### src/rtl/core_id_issue.sv
// Decode/issue stage: 2-entry skid queue, operand read, RAW forwarding/stall towards execute.
// Optional performance counters are enabled with `define ID_PERF_CNT_EN.
module core_id_issue #(
    parameter int XLEN      = 32,
    parameter int PC_W      = 32,
    parameter int RFIDX_W   = 5,
    parameter int DEC_BUS_W = 64
) (
    input  logic                 clk,
    input  logic                 rst,
    input  logic                 valid_in,
    output logic                 ready_in,
    input  logic [PC_W-1:0]      i_pc,
    input  logic                 i_branch_predict,
    input  logic                 i_rs1_ren,
    input  logic                 i_rs2_ren,
    input  logic                 i_rd_wen,
    input  logic [RFIDX_W-1:0]   i_rs1_idx,
    input  logic [RFIDX_W-1:0]   i_rs2_idx,
    input  logic [RFIDX_W-1:0]   i_rd_idx,
    input  logic [XLEN-1:0]      i_imm,
    input  logic [DEC_BUS_W-1:0] i_dec_bus,
    output logic [RFIDX_W-1:0]   rf_rs1_idx,
    output logic [RFIDX_W-1:0]   rf_rs2_idx,
    input  logic [XLEN-1:0]      rf_rs1_dat,
    input  logic [XLEN-1:0]      rf_rs2_dat,
    input  logic [RFIDX_W-1:0]   ex_rd_idx,
    input  logic                 ex_rd_wen,
    input  logic                 ex_wb_en,
    input  logic [XLEN-1:0]      ex_wb_dat,
    input  logic                 flush_req,
    output logic                 valid_out,
    input  logic                 ready_out,
    output logic [PC_W-1:0]      o_pc,
    output logic                 o_branch_predict,
    output logic                 o_rs1_ren,
    output logic                 o_rs2_ren,
    output logic                 o_rd_wen,
    output logic [RFIDX_W-1:0]   o_rs1_idx,
    output logic [RFIDX_W-1:0]   o_rs2_idx,
    output logic [RFIDX_W-1:0]   o_rd_idx,
    output logic [XLEN-1:0]      o_imm,
    output logic [DEC_BUS_W-1:0] o_dec_bus,
    output logic [XLEN-1:0]      o_rs1_dat,
    output logic [XLEN-1:0]      o_rs2_dat
`ifdef ID_PERF_CNT_EN
    ,
    output logic [31:0]          perf_issue_cnt,
    output logic [31:0]          perf_stall_cnt
`endif
);

    typedef struct packed {
        logic [PC_W-1:0]      pc;
        logic                 bp;
        logic                 rs1_ren;
        logic                 rs2_ren;
        logic                 rd_wen;
        logic [RFIDX_W-1:0]   rs1_idx;
        logic [RFIDX_W-1:0]   rs2_idx;
        logic [RFIDX_W-1:0]   rd_idx;
        logic [XLEN-1:0]      imm;
        logic [DEC_BUS_W-1:0] dec_bus;
    } entry_t;

    typedef enum logic [1:0] {
        ST_EMPTY,
        ST_ISSUE,
        ST_STALL
    } state_t;

    entry_t     mem [2];
    entry_t     head_e;
    logic       head;
    logic       tail;
    logic [1:0] count;
    logic       enq;
    logic       deq;
    logic       hazard_rs1;
    logic       hazard_rs2;
    state_t     issue_state;

    assign head_e   = mem[head];
    assign ready_in = (count != 2'd2);
    assign enq      = valid_in & ready_in & ~flush_req;
    assign deq      = valid_out & ready_out;

    // Pointer/occupancy bookkeeping; a flush empties the queue and drops any enqueue.
    always_ff @(posedge clk or posedge rst) begin
        if (rst) begin
            count <= 2'd0;
            head  <= 1'b0;
            tail  <= 1'b0;
        end else if (flush_req) begin
            count <= 2'd0;
            head  <= 1'b0;
            tail  <= 1'b0;
        end else begin
            if (enq)
                tail <= ~tail;
            if (deq)
                head <= ~head;
            count <= count + {1'b0, enq} - {1'b0, deq};
        end
    end

    // Payload storage carries no reset; occupancy alone decides what is live.
    always_ff @(posedge clk) begin
        if (enq)
            mem[tail] <= '{pc: i_pc, bp: i_branch_predict, rs1_ren: i_rs1_ren,
                           rs2_ren: i_rs2_ren, rd_wen: i_rd_wen, rs1_idx: i_rs1_idx,
                           rs2_idx: i_rs2_idx, rd_idx: i_rd_idx, imm: i_imm,
                           dec_bus: i_dec_bus};
    end

    assign rf_rs1_idx = head_e.rs1_idx;
    assign rf_rs2_idx = head_e.rs2_idx;

    // Forward a ready execute result, stall on one still in flight; x0 never hazards.
    always_comb begin
        o_rs1_dat  = rf_rs1_dat;
        o_rs2_dat  = rf_rs2_dat;
        hazard_rs1 = 1'b0;
        hazard_rs2 = 1'b0;
        if (head_e.rs1_ren && (head_e.rs1_idx != '0) && ex_rd_wen && (ex_rd_idx == head_e.rs1_idx)) begin
            if (ex_wb_en)
                o_rs1_dat = ex_wb_dat;
            else
                hazard_rs1 = 1'b1;
        end
        if (head_e.rs2_ren && (head_e.rs2_idx != '0) && ex_rd_wen && (ex_rd_idx == head_e.rs2_idx)) begin
            if (ex_wb_en)
                o_rs2_dat = ex_wb_dat;
            else
                hazard_rs2 = 1'b1;
        end
    end

    // Issue state follows occupancy and hazards directly, so it resolves in the same cycle.
    always_comb begin
        issue_state = ST_EMPTY;
        if (count != 2'd0)
            issue_state = (hazard_rs1 | hazard_rs2) ? ST_STALL : ST_ISSUE;
    end

    assign valid_out        = (issue_state == ST_ISSUE) & ~flush_req;
    assign o_pc             = head_e.pc;
    assign o_branch_predict = head_e.bp;
    assign o_rs1_ren        = head_e.rs1_ren;
    assign o_rs2_ren        = head_e.rs2_ren;
    assign o_rd_wen         = head_e.rd_wen;
    assign o_rs1_idx        = head_e.rs1_idx;
    assign o_rs2_idx        = head_e.rs2_idx;
    assign o_rd_idx         = head_e.rd_idx;
    assign o_imm            = head_e.imm;
    assign o_dec_bus        = head_e.dec_bus;

`ifdef ID_PERF_CNT_EN
    // deq is already suppressed during flush, so only the stall count needs the guard.
    always_ff @(posedge clk or posedge rst) begin
        if (rst) begin
            perf_issue_cnt <= 32'd0;
            perf_stall_cnt <= 32'd0;
        end else begin
            if (deq)
                perf_issue_cnt <= perf_issue_cnt + 32'd1;
            if ((issue_state == ST_STALL) && !flush_req)
                perf_stall_cnt <= perf_stall_cnt + 32'd1;
        end
    end
`endif

endmodule

### config.mk
export PLATFORM = sky130hd
export DESIGN_NAME = core_id_issue
export DESIGN_NICKNAME = d
export VERILOG_FILES = /design/src/rtl/core_id_issue.sv
export SDC_FILE = /design/constraint.sdc
export NUM_CORES = 1
export LEC_CHECK = 0
export CORE_AREA = 2 2 188 190
export DETAILED_ROUTE_END_ITERATION = 6
export DIE_AREA = 0 0 190 192
export GPL_TIMING_DRIVEN = 0
export HOLD_SLACK_MARGIN = 0.12
export PLACE_DENSITY = 0.67
export SLEW_MARGIN = 10
export SYNTH_ARGS = -nofsm -noshare
export SYNTH_HDL_FRONTEND = slang
export SYNTH_SLANG_ARGS = --single-unit
### constraint.sdc
create_clock -name clk -period 23.8 [get_ports clk]
set_input_delay 5.95 -clock clk [delete_from_list [all_inputs] [get_ports clk]]
set_output_delay 5.95 -clock clk [all_outputs]
set_load 0.01 [all_outputs]
After elaboration in Yosys (flattened, before gate mapping)
Memories as Yosys holds them, arrays and structs flattened.
Index checks and enable logic that the tools add are counted.
W data, S select, Z words.
{"block": "word_totals", "wordCells": 45, "memories": 1, "input_bits": 255, "output_inout_bits": 223, "ff_bits": 4, "ramBits": 294}
{"block": "classes", "n_mux": 16, "bitwise_logic": 8, "n_eq_ne": 4, "add_sub_neg": 2, "n_reduce_logical": 11}
{"name": "mem", "words": 2, "width": 147, "read_ports": 1, "rd_clocked_by_memory_dff": 0, "write_ports": 1, "line_no": "72", "text": "entry_t mem [2];"}
{"operator": "$mux W32", "count": 4}
{"operator": "$eq A5 B5 Y1", "count": 2}
{"operator": "$reduce_bool A5 Y1", "count": 2}
{"operator": "$mux W1", "count": 9}
{"operator": "$logic_and A1 B1 Y1", "count": 6}
{"operator": "$mux W2", "count": 3}
{"operator": "$reduce_bool A2 Y1", "count": 3}
{"operator": "$and A1 B1 Y1", "count": 4}
{"operator": "$not A1 Y1", "count": 3}
{"operator": "$add A2 B1 Y2", "count": 1}
{"operator": "$eq A2 B1 Y1 const B", "count": 1}
{"operator": "$ne A2 B2 Y1 const B", "count": 1}
{"operator": "$sub A2 B1 Y2", "count": 1}
{"operator": "$or A1 B1 Y1", "count": 1}

Logic depth before layout (Yosys ltp)
Gate-level depths: netlist of the first run.
An unclocked memory read counts as a cell.
{"block": "logic_depth", "depth_word": 14, "depth_mapped": 13, "depth_no_buf": 12}

Worst setup path after synthesis of the first run
OpenSTA, ideal clock, no wires.
{"block": "synth_path", "path_type": "input -> output", "start": "in ex_rd_idx[0]", "end": "out o_rs2_dat[10]", "arrival_time_ps": 7253, "setup_slack_ps": 10597, "stages": 6, "required_ps": 17850, "path_buffers": 1, "cell_sequence": "nor4_1 -> o21ai_0 -> and4b_1 -> nand2_1 -> buf_2 -> mux2_2"}
{"block": "synth_via", "elab_chain_len": 3}
{"element": "start: declaration", "line_no": "27", "text": "input logic [RFIDX_W-1:0] ex_rd_idx,"}
{"element": "$eq A5 B5 Y1", "line_no": "131", "text": "if (head_e.rs2_ren && (head_e.rs2_idx != '0) && ex_rd_wen && (ex_rd_idx == head_e.rs2_idx)) begin"}
{"element": "$logic_and A1 B1 Y1", "line_no": "131"}
{"element": "$mux W32", "line_no": "131"}
{"element": "end: declaration", "line_no": "45", "text": "output logic [XLEN-1:0] o_rs2_dat"}
No other way between the ends.

Worst setup path in the final report of the first run
{"block": "layout_path", "start": "in ex_rd_idx[0]", "end": "out o_rs2_dat[17]"}
The elaborated chain is that of the path after synthesis.

==> flow_summary_export.csv, run 1 <==
group,metric,value,unit
floorplan,core,0.03429,sq mm
hold_path,hp-class,"flip-flop to flip-flop",
finish,layout.cells.most_common_list,"477 x clkdlybuf4s50_1, 294 x edfxtp_1, 181 x mux2_2, 31 x mux2_4, 31 x clkbuf_16",
finish,final_common_cell,"clkdlybuf4s50_1",
power_and_ir_drop,powerDensity,76.42,mW/mm^2
synth,syn_area_per_cell,20.32,sq um
synth,yosysSeqAreaShare,74.71,%
sta,setup_viol,0,
clocking,cts_buffers,31,
route,dr_total_vias,7309,
synth,syn_inst,588,
route,dr.pass1.iters,4,
clocking,ctsRootBufferMaster,"clkbuf_16",
synth,syn-num-nets,845,
worst_setup_path,worstSetupPathType,"primary input to primary output",
route,drt-total-wl,33.73,mm
finish,fin_nets,1365,
synth,ys_types,30,
clocking,ctsResizeCount,0,
power_and_ir_drop,ir_worst_vdd,74.06,uV
place,io_buffers,477,
global_route,grt_max_degree,29,
worst_setup_path,timing.rr.start,"head",
hold_path,worstHoldStart,"count[1]",
sta,slew_viol_final,0,
route,postRouteAntennaNets,0,
sta,final.setup.tns,0,ns
floorplan,die_h,192,um
floorplan,pin_count,478,
sta,whs,0.6041,ns
clocking,path_clk_slew,0.06,ns
sta,slew_headroom,41.23,%
synth,ys_ff_latch,298,
place,dpl.hpwl,25.93,mm
power_and_ir_drop,p_leak,6.410,nW
global_route,grt_usage,17.39,%
worst_setup_path,critPathMaxStageDelay,0.53,ns
clocking,cts_tree,"done",
floorplan,rows,68,
worst_setup_path,crit_path_end_kind,"primary output",
sta,fmaxAchievable,0.06792,GHz
worst_setup_path,cp_num_buf_inv,3,
route,drt_iter0_markers,262,
route,wl_per_cell,21.16,um
clocking,clock_path_buffers,3,
worst_setup_path,crit_path_max_fanout,10,
floorplan,dieArea,0.03648,sq mm
global_route,grt_pass1_wl,46.91,mm
floorplan,die_x,190,um
clocking,cts_setup_buffers,0,
global_route,antenna_found_initial,11,
synth,yosys_warnings,0,
clocking,postCtsHoldBufs,0,
sta,fin_skew,0.01416,ns
finish,final_layout_size_suffix_gt1_share,25.75,%
synth,syn_area,0.01195,sq mm
sta,rsz0062_at_grt,"false",
sta,worstMarginPinSlew,0.8794,ns
route,viasPerCell,4.585,
sta,period_share,61.86,%
route,drc,0,
floorplan,start_util,34.85,%
global_route,grt_pass1_vias,7689,
worst_setup_path,cp-start-kind,"primary input",
clocking,htree_levels,1,
clocking,worst_skew_pair.late_latency,0.54,ns
sta,period_minus_slack,14.72,ns
worst_setup_path,crit_chain,"clkdlybuf4s50_1 > nor4_1 > o21ai_0 > and4b_1 > nand2_1 > buf_2 > mux2_2 > clkdlybuf4s50_1",
worst_setup_path,worstPathRequired,17.85,ns
finish,final_core_util,54.12,%
worst_setup_path,path_delay_family,"buffers and inverters",
global_route,grt-ovfl-total,0,
place,gp_congestion,0.8437,
worst_setup_path,critPathSlowestCell,"clkdlybuf4s50_1",
sta,hold_viol_final,0,
clocking,cts.sinks,298,
worst_setup_path,startpoint,"ex_rd_idx[0]",
worst_setup_path,crit_arrival,8.77,ns
outcome,status,"complete, no violations",
worst_setup_path,crit_top_cell,"clkdlybuf4s50_1",
job,max_cap_violations,0,
finish,area_growth,55.29,%
[per-layer routing]
| layer | global-route usage, % | routed length (um) |
|---|---|---|
| met2 | 33.13 | 18050 |
| met4 | 7.305 | 1201 |
| met5 | 0 | 12 |
| met3 | 6.267 | 3269 |
| met1 | 16.81 | 11200 |
[layout make-up]
cell class                 count  area [sq um]
antenna                        9         22.52
buffer                        32         191.4
clock buffer                  35         790.8
clock inverter                20         235.2
fill                        2753         15730
inverter                       6         22.52
multi-input combinational    252          2823
sequential                   298          8929
tap                          455         569.3
timing repair buffer         487          4975
[worst reg2reg max path, stage by stage (launching register included)]
cell      delay, ns
dfrtp_1        0.47
buf_6          0.21
mux2_2         0.44
o211ai_1       0.35
nor3_1         0.10
a32oi_1        0.31
o21ai_0        0.21
nor3b_1        0.24
ha_1           0.26
inv_1          0.05
ha_1           0.14
xor2_1         0.17
xnor2_1        0.14
nor2_1         0.06
[kinds of logic after synthesis]
logic type | after synthesis | share of synthesized area, %
buffers and inverters | 38 | 1.790
AND/OR/NAND/NOR | 20 | 1.099
XOR/XNOR | 10 | 0.7329
multiplexers | 212 | 20.95
flip-flops | 298 | 74.71
AO/OA/AOI/OAI | 8 | 0.5026
adder cells (fa/ha/maj) | 2 | 0.2094
[power breakdown]
| group | internal, mW | switching (mW) |
|---|---|---|
| clock | 0.292 | 0.192 |
| sequential | 0.614 | 0.00737 |
| combinational | 0.182 | 0.131 |
[registers in the layout, indices dropped and copies added (netlist names)]
register	cells
mem	294
head	1
count	2
tail	1
[final timing paths]
kind | endpoint | slack, ns | cells after the start
max | o_rs2_dat[17] | 9.08 | 8
min | count[1] | 0.60 | 2
max reg2reg | count[1] | 20.53 | 13
min reg2reg | count[1] | 0.60 | 2
max in group asynchronous | count[1] | 18.05 | 2
min in group asynchronous | tail | 5.59 | 2
[Yosys cell counts]
cell type	count	area, sq um
edfxtp_1	294	8828
buf_1	1	3.750
inv_1	6	22.52
nand2b_1	1	6.260
o211ai_1	2	15.01
ha_1	2	25.02
nand3_4	1	17.52
and4b_1	1	10.01
nand2_1	3	11.26
nor2b_1	2	12.51
o21ai_0	2	10.01
o21a_1	1	7.510
xnor2_1	4	35.03
dfrtp_1	4	100.1
buf_6	4	45.04
a211oi_2	1	12.51
or2_2	1	6.260
xor2_1	6	52.55
buf_4	10	75.07
nor2_1	6	22.52
a32oi_1	1	8.760
nor4_4	1	21.27
o22ai_1	1	6.260
nor3b_1	1	7.510
nor4_1	1	6.260
clkbuf_1	14	52.55
buf_2	3	15.01
nor3_1	2	10.01
mux2_4	31	465.5
mux2_2	181	2038
[stage by stage]
stage | cell area (sq um) | total power, mW | setup slack, ns | cells
finish | 18560 | 1.418 | 9.078 | 1594
global route | 18560 | 1.475 | 8.988 | 1594
CTS | 18540 | 1.441 | 9.057 | 1585
detailed placement | 17510 | 0.9487 | 9.063 | 1530
global placement | 17290 | 0.9533 | 6.196 | 1520
floorplan | 11950 | 0.7692 | 10.60 | 588
Power figures use the tool's default switching activity.
==> inputs of run 2 (changes only) <==
- CORE_AREA: 2 2 188 190 -> 2 2 184 186
- DIE_AREA: 0 0 190 192 -> 0 0 186 188
- PLACE_DENSITY: 0.67 -> 0.73
- clock period: 23.8 -> 12.5 ns (I/O delays scaled with it)
==> run 2 against run 1 <==
Net effect: non-clock buffer count unchanged; combinational power is 91% higher; clock-buffer cell count is 1 higher; largest cell class unchanged; largest power group unchanged.
==> flow_summary_export.csv, run 2 (synthesis results as in run 1) <==
group,metric,value,unit
route,drt-total-wl,33.88,mm
sta,rsz0062_at_grt,"false",
clocking,cts_setup_buffers,0,
worst_setup_path,cp-start-kind,"primary input",
floorplan,core,0.03311,sq mm
route,drt_iter0_markers,285,
floorplan,die_h,188,um
power_and_ir_drop,intPower,2.015,mW
global_route,grt_usage,18.38,%
worst_setup_path,r2r-end,"count[1]",
clocking,clock_path_buffers,3,
worst_setup_path,critPathMaxStageDelay,0.51,ns
sta,fmaxAchievable,0.1118,GHz
finish,fin_area,0.01846,sq mm
worst_setup_path,r2r_slack,9.31,ns
worst_setup_path,crit_arrival,5.82,ns
power_and_ir_drop,comb_power_share,22.6,%
finish,layout.cells.most_common_list,"477 x clkdlybuf4s50_1, 294 x edfxtp_1, 181 x mux2_2, 31 x mux2_4, 30 x clkbuf_16",
worst_setup_path,worstSetupPathType,"primary input to primary output",
finish,regMostFlops,"mem",
route,viasPerCell,4.631,
clocking,path_clk_slew,0.06,ns
clocking,ctsResizeCount,0,
route,dr.pass1.iters,7,
finish,final_core_util,55.74,%
clocking,cts_tree,"done",
worst_setup_path,worstPathRequired,9.38,ns
worst_setup_path,timing.rr.start,"head",
sta,slew_headroom,42.33,%
route,dr_total_vias,7335,
finish,largest_register_ff_count,294,
sta,whs,0.5949,ns
global_route,grt_pass1_vias,7751,
place,place_area,0.01750,sq mm
worst_setup_path,crit_chain,"clkdlybuf4s50_1 > nor4_1 > o21ai_0 > and4b_1 > nand2_1 > buf_2 > mux2_2 > clkdlybuf4s50_1",
finish,nFillCells,2611,
clocking,worst_skew_pair.late_latency,0.56,ns
place,dpl.hpwl,26.19,mm
sta,slew_viol_final,0,
clocking,htree_levels,1,
clocking,cts_buffers,30,
finish,final_cells,1584,
route,wl_per_cell,21.39,um
place,dp_cells,1523,
power_and_ir_drop,powerDensity,142.8,mW/mm^2
place,io_buffers,477,
sta,period_minus_slack,8.946,ns
finish,reg_top3,"mem x294, count x2",
sta,worstMarginPinSlew,0.8651,ns
global_route,grt_pass1_wl,47.00,mm
place,gp_congestion,0.8198,
floorplan,dieArea,0.03497,sq mm
route,drc,0,
worst_setup_path,r2r_cells,13,
hold_path,hp-class,"flip-flop to flip-flop",
job,max_cap_violations,0,
clocking,postCtsHoldBufs,0,
power_and_ir_drop,swShare,23.54,%
route,postRouteAntennaNets,0,
clocking,ctsRootBufferMaster,"clkbuf_16",
worst_setup_path,startpoint,"ex_rd_idx[0]",
floorplan,die_x,186,um
sta,fin_skew,0.02238,ns
finish,area_growth,54.46,%
worst_setup_path,crit_path_end_kind,"primary output",
floorplan,pin_count,478,
global_route,grt-ovfl-total,0,
finish,final_common_cell,"clkdlybuf4s50_1",
clocking,cts.sinks,298,
floorplan,start_util,36.09,%
floorplan,rows,67,
power_and_ir_drop,p_clk_share,32.5,%
sta,setup_viol,0,
worst_setup_path,critPathSlowestCell,"clkdlybuf4s50_1",
finish,final_layout_size_suffix_gt1_share,25.13,%
power_and_ir_drop,switching_power,0.6204,mW
worst_setup_path,crit_end,"o_rs2_dat[8]",
power_and_ir_drop,power.share.sequential,44.9,%
global_route,grt_max_degree,30,
power_and_ir_drop,total_power,2.636,mW
global_route,antenna_found_initial,8,
worst_setup_path,crit_top_cell,"clkdlybuf4s50_1",
outcome,status,"complete, no violations",
power_and_ir_drop,p_leak,6.368,nW
finish,fin_nets,1364,
sta,period_share,71.57,%
sta,hold_viol_final,0,
worst_setup_path,crit_path_max_fanout,10,
power_and_ir_drop,ir_worst_vdd,113.6,uV
-- run 2: changes by cell type in the layout (fill, tap and decap cells not counted), sizes merged --
| cell | previous run | this run |
|---|---|---|
| clkinv | 12 | 16 |
| diode | 9 | 6 |
| bufinv | 5 | 3 |
| inv | 8 | 6 |
| clkbuf | 49 | 50 |
| clkinvlp | 1 | 0 |
-- run 2: per-stage QoR --
stage / setup slack, ns / setup TNS (ns)
final: 3.554 / 0
after global routing: 3.416 / 0
after CTS: 3.532 / 0
after detailed placement: 3.533 / 0
after global placement: -2.161 / -628.19
after floorplan: 2.250 / 0
-- run 2: worst min path at each step --
stage	from	to	slack (ns)	depth (start not counted)
floorplan	count[1]	count[1]	0.55	2
global placement	count[1]	count[1]	0.57	2
detailed placement	count[1]	count[1]	0.58	2
CTS	count[1]	count[1]	0.59	2
global route	count[1]	count[1]	0.62	2
finish	count[1]	count[1]	0.59	2
-- run 2: layout make-up --
| cell class | count | area, sq um | area share (%) |
|---|---|---|---|
| multi-input combinational | 252 | 2823 | 15.29 |
| sequential | 298 | 8929 | 48.37 |
| inverter | 6 | 22.52 | 0.1220 |
| clock buffer | 36 | 773.2 | 4.189 |
| antenna | 6 | 15.01 | 0.08134 |
| timing repair buffer | 487 | 4975 | 26.95 |
| tap | 448 | 560.5 | 3.037 |
| buffer | 32 | 191.4 | 1.037 |
| clock inverter | 19 | 168.9 | 0.9151 |
-- run 2: critical path: cells and delay by family --
family,cells,cell delay [ns]
buffers and inverters,3,1.30
AOI/OAI and AO/OA,1,0.18
muxes,1,0.39
and+or+nand+nor,3,0.83
-- run 2: metal layers --
layer  wire length [um]  global-route usage, %  up-vias  share of wire [%]
met5                 13                      0        -              0.038
met4               1197                  7.480        2                3.5
met3               2939                  5.807       66                8.7
met2              18260                  35.32      338                 54
met1              11460                  17.76     3572                 34
li1                   -                      -     3357                  -
-- run 2: power groups by stage --
| stage | registers, mW | clock network (mW) | logic (mW) |
|---|---|---|---|
| 2_1_floorplan | 1.22 | 0 | 0.249 |
| 5_1_grt | 1.19 | 0.916 | 0.631 |
| 4_1_cts | 1.18 | 0.879 | 0.608 |
| 3_5_place_dp | 1.20 | 0 | 0.603 |
| 3_3_place_gp | 1.23 | 0 | 0.585 |
| 6_report | 1.18 | 0.857 | 0.597 |
